### src/rtl/alu_operand_loader.sv
// Debounced single-button loader for ALU operands A, B and opcode, with result/flag capture.
// Optional macro LONG_PRESS_CLEAR_EN: holding the button HOLD_CYCLES clears operands and restarts at A.
module alu_operand_loader #(
  parameter int Nbit            = 4,
  parameter int DEBOUNCE_CYCLES = 50000,
  parameter int HOLD_CYCLES     = 100000000
) (
  input  logic            clk,
  input  logic            rst_n,
  input  logic            btn_n,
  input  logic [Nbit-1:0] sw,
  input  logic [3:0]      op_sw,
  output logic [Nbit-1:0] alu_a,
  output logic [Nbit-1:0] alu_b,
  output logic [3:0]      alu_op,
  input  logic [Nbit-1:0] alu_result,
  input  logic [3:0]      alu_nzcv,
  output logic [Nbit-1:0] res,
  output logic [3:0]      res_flags,
  output logic            res_valid,
  output logic [2:0]      state_led
);
  localparam int         DCNT_W = $clog2(DEBOUNCE_CYCLES);
  localparam logic [3:0] OP_ADD = 4'b1111;

  typedef enum logic [2:0] {S_A, S_B, S_OP, S_EXEC, S_SHOW} state_t;

  state_t            state_q, state_d;
  logic              btn_meta_p0, btn_sync_p1, btn_stable;
  logic [DCNT_W-1:0] dcnt;
  logic              differ, settle, press, clear;
  logic              load_a, load_b, load_op, capture, drop_valid;

  // stage 0/1: two-flop synchronizer, idle level is released (1)
  always_ff @(posedge clk or negedge rst_n) begin
    if (!rst_n) begin
      btn_meta_p0 <= 1'b1;
      btn_sync_p1 <= 1'b1;
    end else begin
      btn_meta_p0 <= btn_n;
      btn_sync_p1 <= btn_meta_p0;
    end
  end

  // debounce: a level change is accepted after DEBOUNCE_CYCLES consecutive differing samples
  assign differ = (btn_sync_p1 != btn_stable);
  assign settle = differ && (dcnt == DCNT_W'(DEBOUNCE_CYCLES - 1));
  assign press  = settle && !btn_sync_p1;

  always_ff @(posedge clk or negedge rst_n) begin
    if (!rst_n) begin
      dcnt       <= '0;
      btn_stable <= 1'b1;
    end else if (!differ) begin
      dcnt <= '0;
    end else if (settle) begin
      btn_stable <= btn_sync_p1;
      dcnt       <= '0;
    end else begin
      dcnt <= dcnt + DCNT_W'(1);
    end
  end

`ifdef LONG_PRESS_CLEAR_EN
  localparam int HCNT_W = $clog2(HOLD_CYCLES + 1);
  logic [HCNT_W-1:0] hcnt;

  // hold counter saturates, so a single hold yields exactly one clear
  always_ff @(posedge clk or negedge rst_n) begin
    if (!rst_n) begin
      hcnt <= '0;
    end else if (btn_stable) begin
      hcnt <= '0;
    end else if (hcnt != HCNT_W'(HOLD_CYCLES)) begin
      hcnt <= hcnt + HCNT_W'(1);
    end
  end

  assign clear = !btn_stable && (hcnt == HCNT_W'(HOLD_CYCLES - 1));
`else
  assign clear = 1'b0;
`endif

  always_ff @(posedge clk or negedge rst_n) begin
    if (!rst_n) state_q <= S_A;
    else        state_q <= state_d;
  end

  always_comb begin
    state_d    = state_q;
    load_a     = 1'b0;
    load_b     = 1'b0;
    load_op    = 1'b0;
    capture    = 1'b0;
    drop_valid = 1'b0;
    case (state_q)
      S_A:    if (press) begin load_a  = 1'b1; state_d = S_B;    end
      S_B:    if (press) begin load_b  = 1'b1; state_d = S_OP;   end
      S_OP:   if (press) begin load_op = 1'b1; state_d = S_EXEC; end
      S_EXEC: begin capture = 1'b1; state_d = S_SHOW; end
      S_SHOW: if (press) begin drop_valid = 1'b1; state_d = S_A; end
      default: state_d = S_A;
    endcase
    if (clear) state_d = S_A;
  end

  always_comb begin
    state_led = 3'b000;
    case (state_q)
      S_A:     state_led = 3'b001;
      S_B:     state_led = 3'b010;
      S_OP:    state_led = 3'b100;
      default: state_led = 3'b000;
    endcase
  end

  // operand/opcode registers feeding the combinational ALU
  always_ff @(posedge clk or negedge rst_n) begin
    if (!rst_n) begin
      alu_a     <= '0;
      alu_b     <= '0;
      alu_op    <= OP_ADD;
      res_valid <= 1'b0;
    end else if (clear) begin
      alu_a     <= '0;
      alu_b     <= '0;
      alu_op    <= OP_ADD;
      res_valid <= 1'b0;
    end else begin
      if (load_a)     alu_a     <= sw;
      if (load_b)     alu_b     <= sw;
      if (load_op)    alu_op    <= op_sw;
      if (capture)    res_valid <= 1'b1;
      if (drop_valid) res_valid <= 1'b0;
    end
  end

  // result holding register keeps its value until the next capture
  always_ff @(posedge clk or negedge rst_n) begin
    if (!rst_n) begin
      res       <= '0;
      res_flags <= '0;
    end else if (capture) begin
      res       <= alu_result;
      res_flags <= alu_nzcv;
    end
  end

endmodule
### config.mk
export PLATFORM = sky130hd
export DESIGN_NAME = alu_operand_loader
export DESIGN_NICKNAME = d
export VERILOG_FILES = /design/src/rtl/alu_operand_loader.sv
export SDC_FILE = /design/constraint.sdc
export NUM_CORES = 1
export LEC_CHECK = 0
export ABC_AREA = 0
export BUFFER_PORTS_ARGS = -buffer_cell sky130_fd_sc_hd__buf_4
export CAP_MARGIN = 30
export CORE_AREA = 4 4 85 55
export CTS_BUF_LIST = sky130_fd_sc_hd__clkbuf_16
export DETAILED_ROUTE_END_ITERATION = 16
export DIE_AREA = 0 0 89 59
export PLACE_DENSITY = 0.7
export SLEW_MARGIN = 10
export SYNTH_ARGS = -nofsm -noshare
export SYNTH_HDL_FRONTEND = slang
export SYNTH_SLANG_ARGS = --single-unit
### constraint.sdc
create_clock -name clk -period 1.99 [get_ports clk]
set_clock_uncertainty 0.05 [all_clocks]
set_input_delay 0.0995 -clock clk [delete_from_list [all_inputs] [get_ports clk]]
set_output_delay 0.0995 -clock clk [all_outputs]
set_load 0.03 [all_outputs]
==> metrics.sh <==
VIA_PER_INST=5.06
FINAL_SUM_OF_NEGATIVE_SETUP_SLACK_NS=0
VIAS=1326
WORSTPATHREQUIRED_NS=2.10
MAX_STAGE_DELAY_NS=0.39
CLK_PIN_SLEW_NS=0.06
TOTAL_POWER_uW=1780
FINAL_HOLD_VIOL_COUNT=0
SEQUENTIALPOWERSHARE=0.507
TRITONCTS_CLOCK_TREE='built'
POWER.NET_SWITCHING_uW=379
DETAILEDPLACEMENTHPWL_MM=2.98
SYNTH-ASYNC-RESET-RATIO=1.00
NETLIST_TOP_CELLS_AREA='sky130_fd_sc_hd__dfrtp_1 (47%), sky130_fd_sc_hd__mux2_2 (11%), sky130_fd_sc_hd__dfstp_2 (9.7%)'
SETUP_VIOL=0
MAX_SLEW_MARGIN=0.642
INITIALDRTVIOLATIONCOUNT=38
TOP_LEVEL_PORTS=43
SYNTHDOMINANTCELLAREASHARE=0.474
GR-USAGE-ALL-LAYERS=0.170
SYNTH_WARNINGS=0
ROW_COUNT=18
SYN-MEAN-INSTANCE-AREA_UM2=12.8
H_TREE_LVLS=2
CLOCK_LATENCY_NS=0.28
TRITONCTS.NUM_BUFFERS=5
GRT_SETUP_UNREPAIRED='no'
WORSTPATHCELLLIST='ha_1, and3_2, nand4_4, nor3b_4, buf_4, mux2_4'
SYNTHESIS.AREA_MM2=0.00190
OUTCOME='completed'
ROOT_BUFFER='sky130_fd_sc_hd__clkbuf_16'
FINISH.UTILIZATION=0.648
HOLD_CLASS='primary input to register'
MAX_SLEW.WORST_PIN.SLEW_NS=0.537
WORST_SETUP_PATH_START_KIND='register'
TIMING.CRITICAL_PATH.FANOUT_MAX=6
NETLIST_INSTANCES=148
AREA_GROWTH_PCT=34.3
MIN_DELAY_PATH_DEPTH=2
POWER_REPORT.INTERNAL_TOTAL_uW=1400
PORT-BUFFER-COUNT=42
WIRELENGTH_MM=4.09
STARTING_DENSITY_OF_THE_CORE=0.482
P_PER_AREA_mW_PER_MM2=698
CRIT_SLOWEST_CELL='sky130_fd_sc_hd__dfrtp_1'
YOSYSUNIQUECELLTYPES=30
SYNTH_EDF_COUNT=0
PLACE.GP.CONGESTION=0.828
CLOCK-SINKS=43
POWER_LEAKAGE_uW=0.00122
FLOORPLAN.DIE.WIDTH_UM=89
DETAIL_ROUTE.DRC_VIOLATIONS=0
DRT.ANTENNA.VIOLATING_NETS=0
ANTENNA_FOUND_INITIAL=0
CLKPWRFRAC=0.431
POWER.COMBINATIONAL.FRACTION=0.062
P_SW_FRAC=0.213
SYNTH_FLOP_CELL='sky130_fd_sc_hd__dfrtp_1'
DESIGN.DIE.AREA_MM2=0.00525
LAYOUT-DRIVE-GT1-SHARE=0.472
GRT_MAX_DEGREE=44
DIEHEIGHT_UM=59
WORST_SETUP_PATH_END_KIND='register'
HOLD_SLACK_NS=0.00578
TIMING_WORST_SETUP_PATH_TYPE='register to register'
GRT_PASS1_WL_MM=6.61
FILLERINSTANCES=296
VDD.IR_DROP.WORST_mV=0.458
FINISH.NET_COUNT=231
SYNTH.YOSYS.SEQ_AREA_SHARE=0.571
POST-SYNTH-TOP-AREA-CELL='sky130_fd_sc_hd__dfrtp_1'
WORST-ENDPOINT-ARRIVAL_NS=2.03
FF2FF_PATH_DEPTH=6
TIMING.MAX_CAP.VIOLATIONS=0
DRT_PASS1_ITERATIONS=4
SYNTH_SEQ_CELLS=43
CORE_AREA_MM2=0.00394
SYN-NUM-NETS=168
POST_DRT_WL_PER_CELL_UM=15.6
TIMING_MAX_TRANSITION_VIOLATIONS_FINAL=0
MIN_PERIOD_NS=1.92
PERIOD_SHARE=0.964
NUMBER_OF_INSERTED_DIODES=0
TIMING.FMAX_MHz=522
NUMBER_OF_GLOBAL_ROUTE_VIAS_BEFORE_REPAIR=1365
GRT_OVERFLOW=0
CTS_MAX_PATH_BUFFERS=2
[power by group through the flow]
stage | clock network, µW | registers (µW) | logic [µW]
2_1_floorplan | 0 | 933 | 19.3
4_1_cts | 790 | 903 | 113
6_report | 768 | 903 | 111
5_1_grt | 818 | 905 | 122
3_3_place_gp | 0 | 916 | 98.3
3_5_place_dp | 0 | 918 | 102
[worst max-delay path, delay by kind of cell, from the launching register on]
kind / cells / cell delay, ns
adder cells (fa/ha/maj): 1 / 0.21
flip-flops: 1 / 0.39
AND/OR/NAND/NOR: 3 / 0.69
buffers and inverters: 1 / 0.15
multiplexers: 1 / 0.29
[kinds of logic after synthesis]
kind of cell             count (synthesis)  synth area share
adder cells (fa/ha/maj)                  1           0.00658
AO/OA/AOI/OAI                            3           0.00922
AND/OR/NAND/NOR                         59             0.196
XOR/XNOR                                15            0.0691
buffers and inverters                    5            0.0105
multiplexers                            22             0.138
flip-flops                              43             0.571
[final cells by class]
| cell class | count | area (µm²) | share of cell area |
|---|---|---|---|
| clock inverter | 3 | 15.0 | 0.00588 |
| clock buffer | 5 | 125 | 0.0490 |
| tap | 50 | 62.6 | 0.0245 |
| timing repair buffer | 57 | 445 | 0.175 |
| multi-input combinational | 100 | 805 | 0.315 |
| sequential | 43 | 1080 | 0.425 |
| inverter | 4 | 15.0 | 0.00588 |
[cell usage after synthesis (2+ instances only)]
library cell	instances
sky130_fd_sc_hd__inv_1	4
sky130_fd_sc_hd__dfrtp_1	36
sky130_fd_sc_hd__a21oi_1	2
sky130_fd_sc_hd__mux2_2	18
sky130_fd_sc_hd__nand3_1	5
sky130_fd_sc_hd__nor3_4	2
sky130_fd_sc_hd__xor2_1	3
sky130_fd_sc_hd__dfstp_2	7
sky130_fd_sc_hd__nand4_1	4
sky130_fd_sc_hd__mux2_4	4
sky130_fd_sc_hd__nor3_1	5
sky130_fd_sc_hd__nor4_1	3
sky130_fd_sc_hd__nor2_1	20
sky130_fd_sc_hd__nand2_1	7
sky130_fd_sc_hd__and4bb_2	2
sky130_fd_sc_hd__xnor2_1	12
[flip-flops by register name, indices dropped and copies added (netlist names)]
| signal | count |
|---|---|
| dcnt | 16 |
| alu_a | 4 |
| alu_b | 4 |
| alu_op | 4 |
| res | 4 |
| res_flags | 4 |
| state_q | 3 |
| btn_meta_p0 | 1 |
| btn_stable | 1 |
| btn_sync_p1 | 1 |
| res_valid | 1 |
[cell usage in the layout, fill, tap and decap left out, types with 3 or more instances in the layout]
cell type                       Yosys  routed
sky130_fd_sc_hd__inv_1              4       4
sky130_fd_sc_hd__nor4_1             3       3
sky130_fd_sc_hd__dfrtp_1           36      36
sky130_fd_sc_hd__dfstp_2            7       7
sky130_fd_sc_hd__mux2_2            18      18
sky130_fd_sc_hd__dlygate4sd3_1      0       7
sky130_fd_sc_hd__nor3_1             5       5
sky130_fd_sc_hd__nor2_1            20      19
sky130_fd_sc_hd__nand4_1            4       4
sky130_fd_sc_hd__clkinv_2           0       3
sky130_fd_sc_hd__nand3_1            5       5
sky130_fd_sc_hd__xor2_1             3       3
sky130_fd_sc_hd__xnor2_1           12      12
sky130_fd_sc_hd__nand2_1            7       7
sky130_fd_sc_hd__buf_4              0      50
sky130_fd_sc_hd__clkbuf_16          0       5
sky130_fd_sc_hd__mux2_4             4       4
[per-layer routing]
metal | up-vias | part of all wire | GRT usage
met3 | 5 | 0.068 | 0.0528
met5 | - | 0 | 0
li1 | 639 | - | -
met1 | 645 | 0.45 | 0.234
met4 | 0 | 0.011 | 0.0446
met2 | 37 | 0.47 | 0.265
[timing repair]
| item | CTS | global route |
|---|---|---|
| buffers inserted | 0 | 3 |
| pin swaps | 1 | 3 |
| endpoints found under the hold margin | 42 | 0 |
| setup endpoints to repair | 1 | 13 |
| hold buffers | 7 | 0 |
| gates resized for setup | 0 | 2 |
[metrics by stage]
| step | worst slack [ns] | instances | area, µm² |
|---|---|---|---|
| finish | 0.0725 | 262 | 2550 |
| global placement | 0.0942 | 244 | 2320 |
| global route | 0.00255 | 262 | 2550 |
| CTS | 0.0149 | 259 | 2530 |
| floorplan | 0.152 | 148 | 1910 |
| detailed placement | 0.00923 | 244 | 2320 |
[final timing paths]
| check | startpoint | endpoint | slack (ns) |
|---|---|---|---|
| setup / recovery | dcnt[0]$_DFF_PN0_ | alu_b[0]$_DFFE_PN0P_ | 0.07 |
| hold / removal | alu_result[3] | res[3]$_DFFE_PN0P_ | 0.006 |
| setup reg to reg | dcnt[0]$_DFF_PN0_ | alu_b[0]$_DFFE_PN0P_ | 0.07 |
| hold reg to reg | btn_meta_p0$_DFF_PN1_ | btn_sync_p1$_DFF_PN1_ | 0.31 |
| max in group asynchronous | rst_n | alu_op[3]$_DFFE_PN1P_ | 1.21 |
| min in group asynchronous | rst_n | res[3]$_DFFE_PN0P_ | 0.30 |
No activity file was read; power rests on OpenSTA's default activity.
